## src/rtl/data_axi_bridge_pkg.sv

```systemverilog
// Shared constants for the data-side AXI bridge: FSM encoding, access sizes and
// the fixed single-beat AXI burst attributes applied by the wrapper.
package data_axi_bridge_pkg;

   localparam logic [2:0] ST_IDLE = 3'd0;
   localparam logic [2:0] ST_RD_A = 3'd1;
   localparam logic [2:0] ST_RD_D = 3'd2;
   localparam logic [2:0] ST_WR_A = 3'd3;
   localparam logic [2:0] ST_WR_B = 3'd4;
   localparam logic [2:0] ST_DONE = 3'd5;

   localparam logic [2:0] SZ_BYTE = 3'd0;
   localparam logic [2:0] SZ_HALF = 3'd1;
   localparam logic [2:0] SZ_WORD = 3'd2;

   localparam logic [7:0] LEN_SINGLE = 8'd0;
   localparam logic [1:0] BURST_INCR = 2'd1;

endpackage

```

## src/rtl/data_axi_bridge.sv

```systemverilog
// Core data-port responder: turns each accepted request into one single-beat AXI
// read or write and returns an in-order data_ok pulse. One transaction in flight.
module data_axi_bridge
   import data_axi_bridge_pkg::*;
(
   input  logic        clk,
   input  logic        resetn,
   input  logic        req,
   input  logic        wr,
   input  logic [2:0]  size,
   input  logic [3:0]  wstrb,
   input  logic [31:0] addr,
   input  logic [31:0] wdata,
   output logic        addr_ok,
   output logic        data_ok,
   output logic [31:0] rdata,
   output logic [31:0] araddr,
   output logic [2:0]  arsize,
   output logic        arvalid,
   input  logic        arready,
   input  logic [31:0] axi_rdata,
   input  logic        rvalid,
   output logic        rready,
   output logic [31:0] awaddr,
   output logic [2:0]  awsize,
   output logic        awvalid,
   input  logic        awready,
   output logic [31:0] axi_wdata,
   output logic [3:0]  axi_wstrb,
   output logic        wvalid,
   input  logic        wready,
   input  logic        bvalid,
   output logic        bready
);

   logic [2:0]  r_state;
   logic [2:0]  w_state_nxt;
   logic [2:0]  r_size;
   logic [3:0]  r_wstrb;
   logic [31:0] r_addr;
   logic [31:0] r_wdata;
   logic [31:0] r_rdata;
   logic        r_aw_done;
   logic        r_w_done;

   logic w_accept;
   logic w_aw_hs;
   logic w_w_hs;
   logic w_aw_fin;
   logic w_w_fin;

   // Gated by resetn so no request is acknowledged while reset is asserted.
   assign w_accept = resetn && (r_state == ST_IDLE) && req;
   assign w_aw_hs  = awvalid && awready;
   assign w_w_hs   = wvalid && wready;
   assign w_aw_fin = r_aw_done || w_aw_hs;
   assign w_w_fin  = r_w_done || w_w_hs;

   always_comb begin
      w_state_nxt = r_state;
      case (r_state)
         ST_IDLE: if (w_accept) w_state_nxt = wr ? ST_WR_A : ST_RD_A;
         ST_RD_A: if (arready) w_state_nxt = ST_RD_D;
         ST_RD_D: if (rvalid) w_state_nxt = ST_DONE;
         ST_WR_A: if (w_aw_fin && w_w_fin) w_state_nxt = ST_WR_B;
         ST_WR_B: if (bvalid) w_state_nxt = ST_DONE;
         ST_DONE: w_state_nxt = ST_IDLE;
         default: w_state_nxt = ST_IDLE;
      endcase
   end

   always_ff @(posedge clk) begin
      if (!resetn) begin
         r_state   <= ST_IDLE;
         r_size    <= 3'd0;
         r_wstrb   <= 4'd0;
         r_addr    <= 32'd0;
         r_wdata   <= 32'd0;
         r_rdata   <= 32'd0;
         r_aw_done <= 1'b0;
         r_w_done  <= 1'b0;
      end else begin
         r_state <= w_state_nxt;
         if (w_accept) begin
            r_size    <= size;
            r_wstrb   <= wstrb;
            r_addr    <= addr;
            r_wdata   <= wdata;
            r_aw_done <= 1'b0;
            r_w_done  <= 1'b0;
         end
         // Per-channel completion lets AW and W finish in either order.
         if (w_aw_hs) r_aw_done <= 1'b1;
         if (w_w_hs) r_w_done <= 1'b1;
         if ((r_state == ST_RD_D) && rvalid) r_rdata <= axi_rdata;
      end
   end

   assign addr_ok   = w_accept;
   assign data_ok   = (r_state == ST_DONE);
   assign rdata     = r_rdata;
   assign araddr    = r_addr;
   assign arsize    = r_size;
   assign arvalid   = (r_state == ST_RD_A);
   assign rready    = (r_state == ST_RD_D);
   assign awaddr    = r_addr;
   assign awsize    = r_size;
   assign awvalid   = (r_state == ST_WR_A) && !r_aw_done;
   assign axi_wdata = r_wdata;
   assign axi_wstrb = r_wstrb;
   assign wvalid    = (r_state == ST_WR_A) && !r_w_done;
   assign bready    = (r_state == ST_WR_B);

endmodule

```

## config.mk

```make
export PLATFORM = sky130hd
export DESIGN_NAME = data_axi_bridge
export DESIGN_NICKNAME = d
export VERILOG_FILES = /design/src/rtl/data_axi_bridge_pkg.sv /design/src/rtl/data_axi_bridge.sv
export SDC_FILE = /design/constraint.sdc
export NUM_CORES = 1
export LEC_CHECK = 0
export CORE_AREA = 2 2 107 109
export DETAILED_ROUTE_END_ITERATION = 10
export DIE_AREA = 0 0 109 111
export HOLD_SLACK_MARGIN = 0.12
export PLACE_DENSITY = 0.84
export SLEW_MARGIN = 10
export SYNTH_ARGS = -nofsm -noshare
export SYNTH_HDL_FRONTEND = slang
export SYNTH_SLANG_ARGS = --single-unit
```

## constraint.sdc

```tcl
create_clock -name clk -period 4.3 [get_ports clk]
set_clock_uncertainty 0.1 [all_clocks]
set_input_delay 0.86 -clock clk [delete_from_list [all_inputs] [get_ports clk]]
set_output_delay 0.86 -clock clk [all_outputs]
set_load 0.02 [all_outputs]
```

==> results of run 1 <==
-- how the worst max path moves through the flow --
stage / start / to / slack [ps] / depth (start not counted)
CTS: req / addr_ok / 1130 / 4
finish: req / addr_ok / 1140 / 4
global route: req / addr_ok / 1090 / 4
global placement: req / addr_ok / 1130 / 4
detailed placement: req / addr_ok / 1140 / 4
floorplan: req / addr_ok / 2020 / 3
-- power by group through the flow --
stage                     registers [mW]  clock network, mW  logic (mW)
after floorplan                     1.54                  0       0.634
after global placement              1.34                  0        1.37
after detailed placement            1.36                  0        1.39
after CTS                           1.34              0.898        1.40
after global routing                1.36              0.942        1.48
final                               1.34              0.877        1.38
-- placed cells by master, fill, tap and decap left out, drive strengths merged --
cell / synthesis / routed
clkdlybuf4s50: 0 / 255
o211ai: 1 / 1
clkinv: 0 / 1
clkbuf: 6 / 12
nor2b: 1 / 1
and4b: 1 / 1
nor2: 4 / 4
o22ai: 1 / 1
a21boi: 34 / 34
and2: 2 / 2
and3b: 2 / 2
nor4b: 2 / 2
nand4b: 1 / 1
nand3: 71 / 71
nand3b: 2 / 2
inv: 2 / 2
nand2: 211 / 211
bufinv: 0 / 2
mux2i: 1 / 1
nor3b: 3 / 3
o21a: 2 / 2
dfxtp: 108 / 108
clkinvlp: 0 / 1
a21oi: 2 / 2
a211oi: 2 / 2
buf: 66 / 4
-- layer usage --
| metal | global-route usage, % | vias up | share of wire [%] |
|---|---|---|---|
| met5 | 0 | - | 0 |
| met4 | 9.06 | 0 | 2.8 |
| met3 | 4.70 | 28 | 8.1 |
| met2 | 33.6 | 163 | 49 |
| met1 | 21.9 | 1886 | 40 |
| li1 | - | 2048 | - |
-- tightest hold or removal path: stages, from the launching register on --
cell and delay (ps):
dfxtp_1 310, nand3_1 60, nand2_1 50
-- cells in the mapped netlist (3+ instances only) --
master	instances
nor2_1	4
nand2_1	211
a21boi_0	3
buf_1	7
buf_6	3
a21boi_1	31
buf_2	11
nand3_1	71
buf_4	45
clkbuf_1	6
dfxtp_1	108
-- flip-flops by register name, summed over array words and instances, names as in the netlist --
| name | count |
|---|---|
| araddr | 32 |
| axi_wdata | 32 |
| rdata | 32 |
| axi_wstrb | 4 |
| arsize | 3 |
| r_state | 3 |
| r_aw_done | 1 |
| r_w_done | 1 |
-- logic make-up after synthesis --
family | Yosys count | share of synthesized area, %
flops | 108 | 50.7
buf+inv | 74 | 11.3
mux | 1 | 0.235
compound gates | 42 | 7.36
simple gates | 300 | 30.4
-- layout make-up --
cell class                 count  area [µm²]
multi-input combinational    343        1620
tap                          143         179
sequential                   108        2160
timing repair buffer         259        2580
inverter                       2        7.51
fill                         939        4210
clock buffer                  12         246
clock inverter                 4        72.6
-- stage by stage --
stage	instance area, µm²	total power [mW]	setup slack, ps	instances	hold slack (ps)
after floorplan	4270	2.17	2020	525	375
after global placement	6550	2.71	1130	855	340
after detailed placement	6550	2.75	1140	855	346
after CTS	6870	3.63	1130	871	357
after global routing	6870	3.78	1090	871	370
final	6870	3.60	1140	871	355
==> results.sh, run 1 <==
export IMPL_drt_iter0_markers=234
export IMPL_grt_overflow=0
export IMPL_hold_class="reg2reg"
export IMPL_drc=0
export IMPL_crit_arrival_ps=2200
export IMPL_core_region_area_mm2=0.0111
export IMPL_outcome="finished, final reports clean"
export IMPL_cts_root_buffer_cell="clkbuf_16"
export IMPL_crit_family="buffers and inverters"
export IMPL_n_antenna_cell=0
export IMPL_fp_dieW_um=109
export IMPL_first_global_vias=3980
export IMPL_cpMostUsedCell="clkdlybuf4s50_1"
export IMPL_ff2ff_setup_slack_ps=2060
export IMPL_end_kind="output port"
export IMPL_dp_hpwl_mm=8.68
export IMPL_syn_inst=525
export IMPL_clk_path_buf_depth=2
export IMPL_yosysWarnings=0
export IMPL_avgSynthCellArea_um2=8.12
export IMPL_yosysUniqueCellTypes=29
export IMPL_post_cts_resized=0
export IMPL_ys_ff_latch=108
export IMPL_reg2reg_depth=4
export IMPL_fin_crit_sh_pct=73.5
export IMPL_comb_power_share_pct=38.5
export IMPL_cts_buffers=9
export IMPL_power_frac_seq_pct=37.1
export IMPL_worstMarginPinSlew_ps=1100
export IMPL_syn_cell_area_mm2=0.00427
export IMPL_fin_util_pct=62.0
export IMPL_finalCriticalPeriod_ps=3160
export IMPL_min_delay_start="axi_wdata[31]"
export IMPL_r2r_end="rdata[4]"
export IMPL_hold_path_endpoint="axi_wdata[31]"
export IMPL_setup_tns_ps=0
export IMPL_antenna_found_initial=0
export IMPL_crit_fanout=2
export IMPL_cp_cell_sequence="clkdlybuf4s50_1 > nand4b_1 > inv_2 > clkdlybuf4s50_1"
export IMPL_clockPowerShare_pct=24.4
export IMPL_io_buffer_count=256
export IMPL_drive_gt1_share_pct=3.16
export IMPL_cts_max_level=3
export IMPL_critPathRequiredTime_ps=3340
export IMPL_io_pins=257
export IMPL_drtAntennaViolNets=0
export IMPL_p_per_area_mw_per_mm2=524
export IMPL_die_h_um=111
export IMPL_place_gp_congestion=0.775
export IMPL_timing_fmax_ghz=0.316
export IMPL_drt_wl_total_mm=12.1
export IMPL_routed_via_density=4.74
export IMPL_die_area_mm2=0.0121
export IMPL_path_class="in2out"
export IMPL_start_util_pct=38.5
export IMPL_setup_viol_count_final=0
export IMPL_clkTransAtPathRegs_ps=70
export IMPL_synth_ff_type="dfxtp_1"
export IMPL_syn_nets=637
export IMPL_synth_edf_count=0
export IMPL_timing_max_cap_violations=0
export IMPL_slowest_delay_ps=630
export IMPL_slew_headroom_pct=26.5
export IMPL_post_cts_setup_buffers=0
export IMPL_cts_tree="done"
export IMPL_cts_hold_buf=0
export IMPL_hold_viol_final=0
export IMPL_dr_pass1_iters=4
export IMPL_async_flop_share_pct=0
export IMPL_maxSlewViolCount=0
export IMPL_synth_top_cell_by_area="dfxtp_1"
export IMPL_path_buf_inv=3
export IMPL_hold_path_depth=2
export IMPL_synthTopCellsByArea="dfxtp_1, nand2_1, nand3_1"
export IMPL_fin_nets=835
export IMPL_leakagePower_nw=2.79
export IMPL_grt_start_max_net_pins=111
export IMPL_p_int_mw=2.37
export IMPL_rsz0062_at_grt="no"
export IMPL_switching_power_mw=1.22
export IMPL_clk_latency_ps=340
export IMPL_worst_path_max_delay_cell="clkdlybuf4s50_1"
export IMPL_post_drt_wl_per_cell_um=13.9
export IMPL_sw_frac_of_total_pct=34.0
export IMPL_r2r_start="r_state[1]"
export IMPL_synth_top_area_share_pct=50.7
export IMPL_grt_pass1_wl_mm=19.0
export IMPL_cp_start_kind="input pin"
export IMPL_std_cell_rows=39
export IMPL_peakVddDrop_mv=0.258
export IMPL_vias=4125
export IMPL_grt_usage_pct=19.4
export IMPL_syn_to_final_growth_pct=61.1
export IMPL_ys_seq_area_share_pct=50.7
export IMPL_clock_sinks=108
No activity file was read; power rests on OpenSTA's default activity.
==> inputs of run 2 (changes only) <==
--- a/config.mk
+++ b/config.mk
@@ -5,11 +5,11 @@
 export SDC_FILE = /design/constraint.sdc
 export NUM_CORES = 1
 export LEC_CHECK = 0
-export CORE_AREA = 2 2 107 109
+export CORE_AREA = 2 2 116 118
 export DETAILED_ROUTE_END_ITERATION = 10
-export DIE_AREA = 0 0 109 111
+export DIE_AREA = 0 0 118 120
 export HOLD_SLACK_MARGIN = 0.12
-export PLACE_DENSITY = 0.84
+export PLACE_DENSITY = 0.75
 export SLEW_MARGIN = 10
 export SYNTH_ARGS = -nofsm -noshare
 export SYNTH_HDL_FRONTEND = slang
==> constraint.sdc (replaced) <==
create_clock -name clk -period 2.9 [get_ports clk]
set_clock_uncertainty 0.1 [all_clocks]
set_input_delay 0.58 -clock clk [delete_from_list [all_inputs] [get_ports clk]]
set_output_delay 0.58 -clock clk [all_outputs]
set_load 0.02 [all_outputs]
==> run 2 against run 1 <==
Effect of this change:
- combinational power up 49%
- sequential power up 48%
- utilization down 8.5 points
- power up 50%
- via count up 0.99%
- wire length up 3.4%
- critical path type is now reg2out
==> results.sh, run 2 (synthesis gave the netlist of run 1 again) <==
export IMPL_io_pins=257
export IMPL_clk_path_buf_depth=2
export IMPL_first_global_vias=3975
export IMPL_timing_fmax_ghz=0.378
export IMPL_cts_root_buffer_cell="clkbuf_16"
export IMPL_cts_tree="done"
export IMPL_stdcell_area_mm2=0.00695
export IMPL_maxSlewViolCount=0
export IMPL_n_fill_cell=1213
export IMPL_p_int_mw=3.58
export IMPL_rsz0062_at_grt="no"
export IMPL_comb_power_share_pct=38.3
export IMPL_cts_max_level=3
export IMPL_dr_pass1_iters=4
export IMPL_drt_wl_total_mm=12.5
export IMPL_place_gp_congestion=0.722
export IMPL_leakagePower_nw=2.81
export IMPL_drive_gt1_share_pct=3.56
export IMPL_setup_tns_ps=0
export IMPL_io_buffer_count=256
export IMPL_setup_viol_count_final=0
export IMPL_end_kind="output port"
export IMPL_antenna_found_initial=0
export IMPL_dp_hpwl_mm=9.09
export IMPL_outcome="finished, final reports clean"
export IMPL_grt_usage_pct=17.2
export IMPL_power_frac_seq_pct=36.7
export IMPL_crit_path_start="r_state[0]"
export IMPL_place_area_mm2=0.00661
export IMPL_syn_to_final_growth_pct=62.8
export IMPL_start_util_pct=32.9
export IMPL_r2r_start="r_state[1]"
export IMPL_n_antenna_cell=0
export IMPL_peakVddDrop_mv=0.355
export IMPL_fin_crit_sh_pct=91.1
export IMPL_p_per_area_mw_per_mm2=776
export IMPL_finalCriticalPeriod_ps=2640
export IMPL_vias=4166
export IMPL_post_drt_wl_per_cell_um=13.8
export IMPL_sw_frac_of_total_pct=33.7
export IMPL_timing_max_cap_violations=0
export IMPL_slew_headroom_pct=30.2
export IMPL_critPathRequiredTime_ps=2220
export IMPL_grt_start_max_net_pins=110
export IMPL_crit_fanout=12
export IMPL_min_delay_start="rdata[20]"
export IMPL_post_cts_setup_buffers=0
export IMPL_clock_sinks=108
export IMPL_crit_arrival_ps=1960
export IMPL_fp_dieW_um=118
export IMPL_post_cts_resized=0
export IMPL_switching_power_mw=1.81
export IMPL_clkTransAtPathRegs_ps=70
export IMPL_grt_pass1_wl_mm=19.7
export IMPL_drt_iter0_markers=207
export IMPL_die_area_mm2=0.0142
export IMPL_std_cell_rows=42
export IMPL_layout_commonest_cell="clkdlybuf4s50_1"
export IMPL_fin_nets=837
export IMPL_hold_class="reg2reg"
export IMPL_drtAntennaViolNets=0
export IMPL_clk_latency_ps=340
export IMPL_cts_hold_buf=0
export IMPL_core_region_area_mm2=0.0130
export IMPL_hold_viol_final=0
export IMPL_cts_buffers=9
export IMPL_path_class="reg2out"
export IMPL_clockPowerShare_pct=25.0
export IMPL_die_h_um=120
export IMPL_routed_via_density=4.60
export IMPL_worstMarginPinSlew_ps=1050
export IMPL_drc=0
export IMPL_mostFrequentLayoutCells="clkdlybuf4s50_1, nand2_1, dfxtp_1, nand3_1, a21boi_1"
export IMPL_grt_overflow=0
export IMPL_cp_start_kind="register"
## run 2: cell types whose count changed in the layout (fill, tap and decap cells not counted)
cell / before / now
clkinv_2: 1 / 0
clkbuf_8: 1 / 3
buf_4: 4 / 6
clkbuf_1: 2 / 1
## run 2: worst paths after layout
path                              endpoint  slack (ps)  cells after the start
worst max register to register  araddr[18]         910                      5
worst min register to register   rdata[20]         350                      2
worst max-delay path               awvalid         260                      3
worst min-delay path             rdata[20]         350                      2
## run 2: through the flow
step           power, mW  hold slack, ps  setup WS (ps)  std cells  util, %
2_1_floorplan       3.22             375           1150        525        -
4_1_cts             5.46             355            204        906     53.5
5_1_grt             5.68             371           96.3        906     53.5
6_report            5.39             353            258        906     53.5
3_3_place_gp        4.03             339            283        890     50.9
3_5_place_dp        4.10             345            285        890     50.9
## run 2: power groups by stage
stage	Clock, mW	Combinational, mW	Sequential (mW)
2_1_floorplan	0	0.940	2.28
3_3_place_gp	0	2.04	1.99
3_5_place_dp	0	2.09	2.01
4_1_cts	1.39	2.09	1.98
5_1_grt	1.45	2.21	2.02
6_report	1.35	2.06	1.98
## run 2: layout make-up
cell class	instances	area [µm²]	share of cell area [%]
timing repair buffer	261	2600	37.4
tap	176	220	3.17
multi-input combinational	343	1620	23.3
sequential	108	2160	31.1
clock inverter	3	67.6	0.973
inverter	2	7.51	0.108
clock buffer	13	270	3.89
## run 2: layer usage
metal	vias up	track usage (%)	routed length, µm	part of all wire, %
met3	23	6.18	1020	8.2
met5	-	0	0	0
met4	0	7.38	298	2.4
li1	2044	-	-	-
met1	1936	19.2	5010	40
met2	163	29.7	6150	49
## run 2: worst max-delay path, stage by stage, from the launching register on
cell             delay [ps]
dfxtp_1                 580
nand3b_1                220
nor2_1                  170
clkdlybuf4s50_1         660
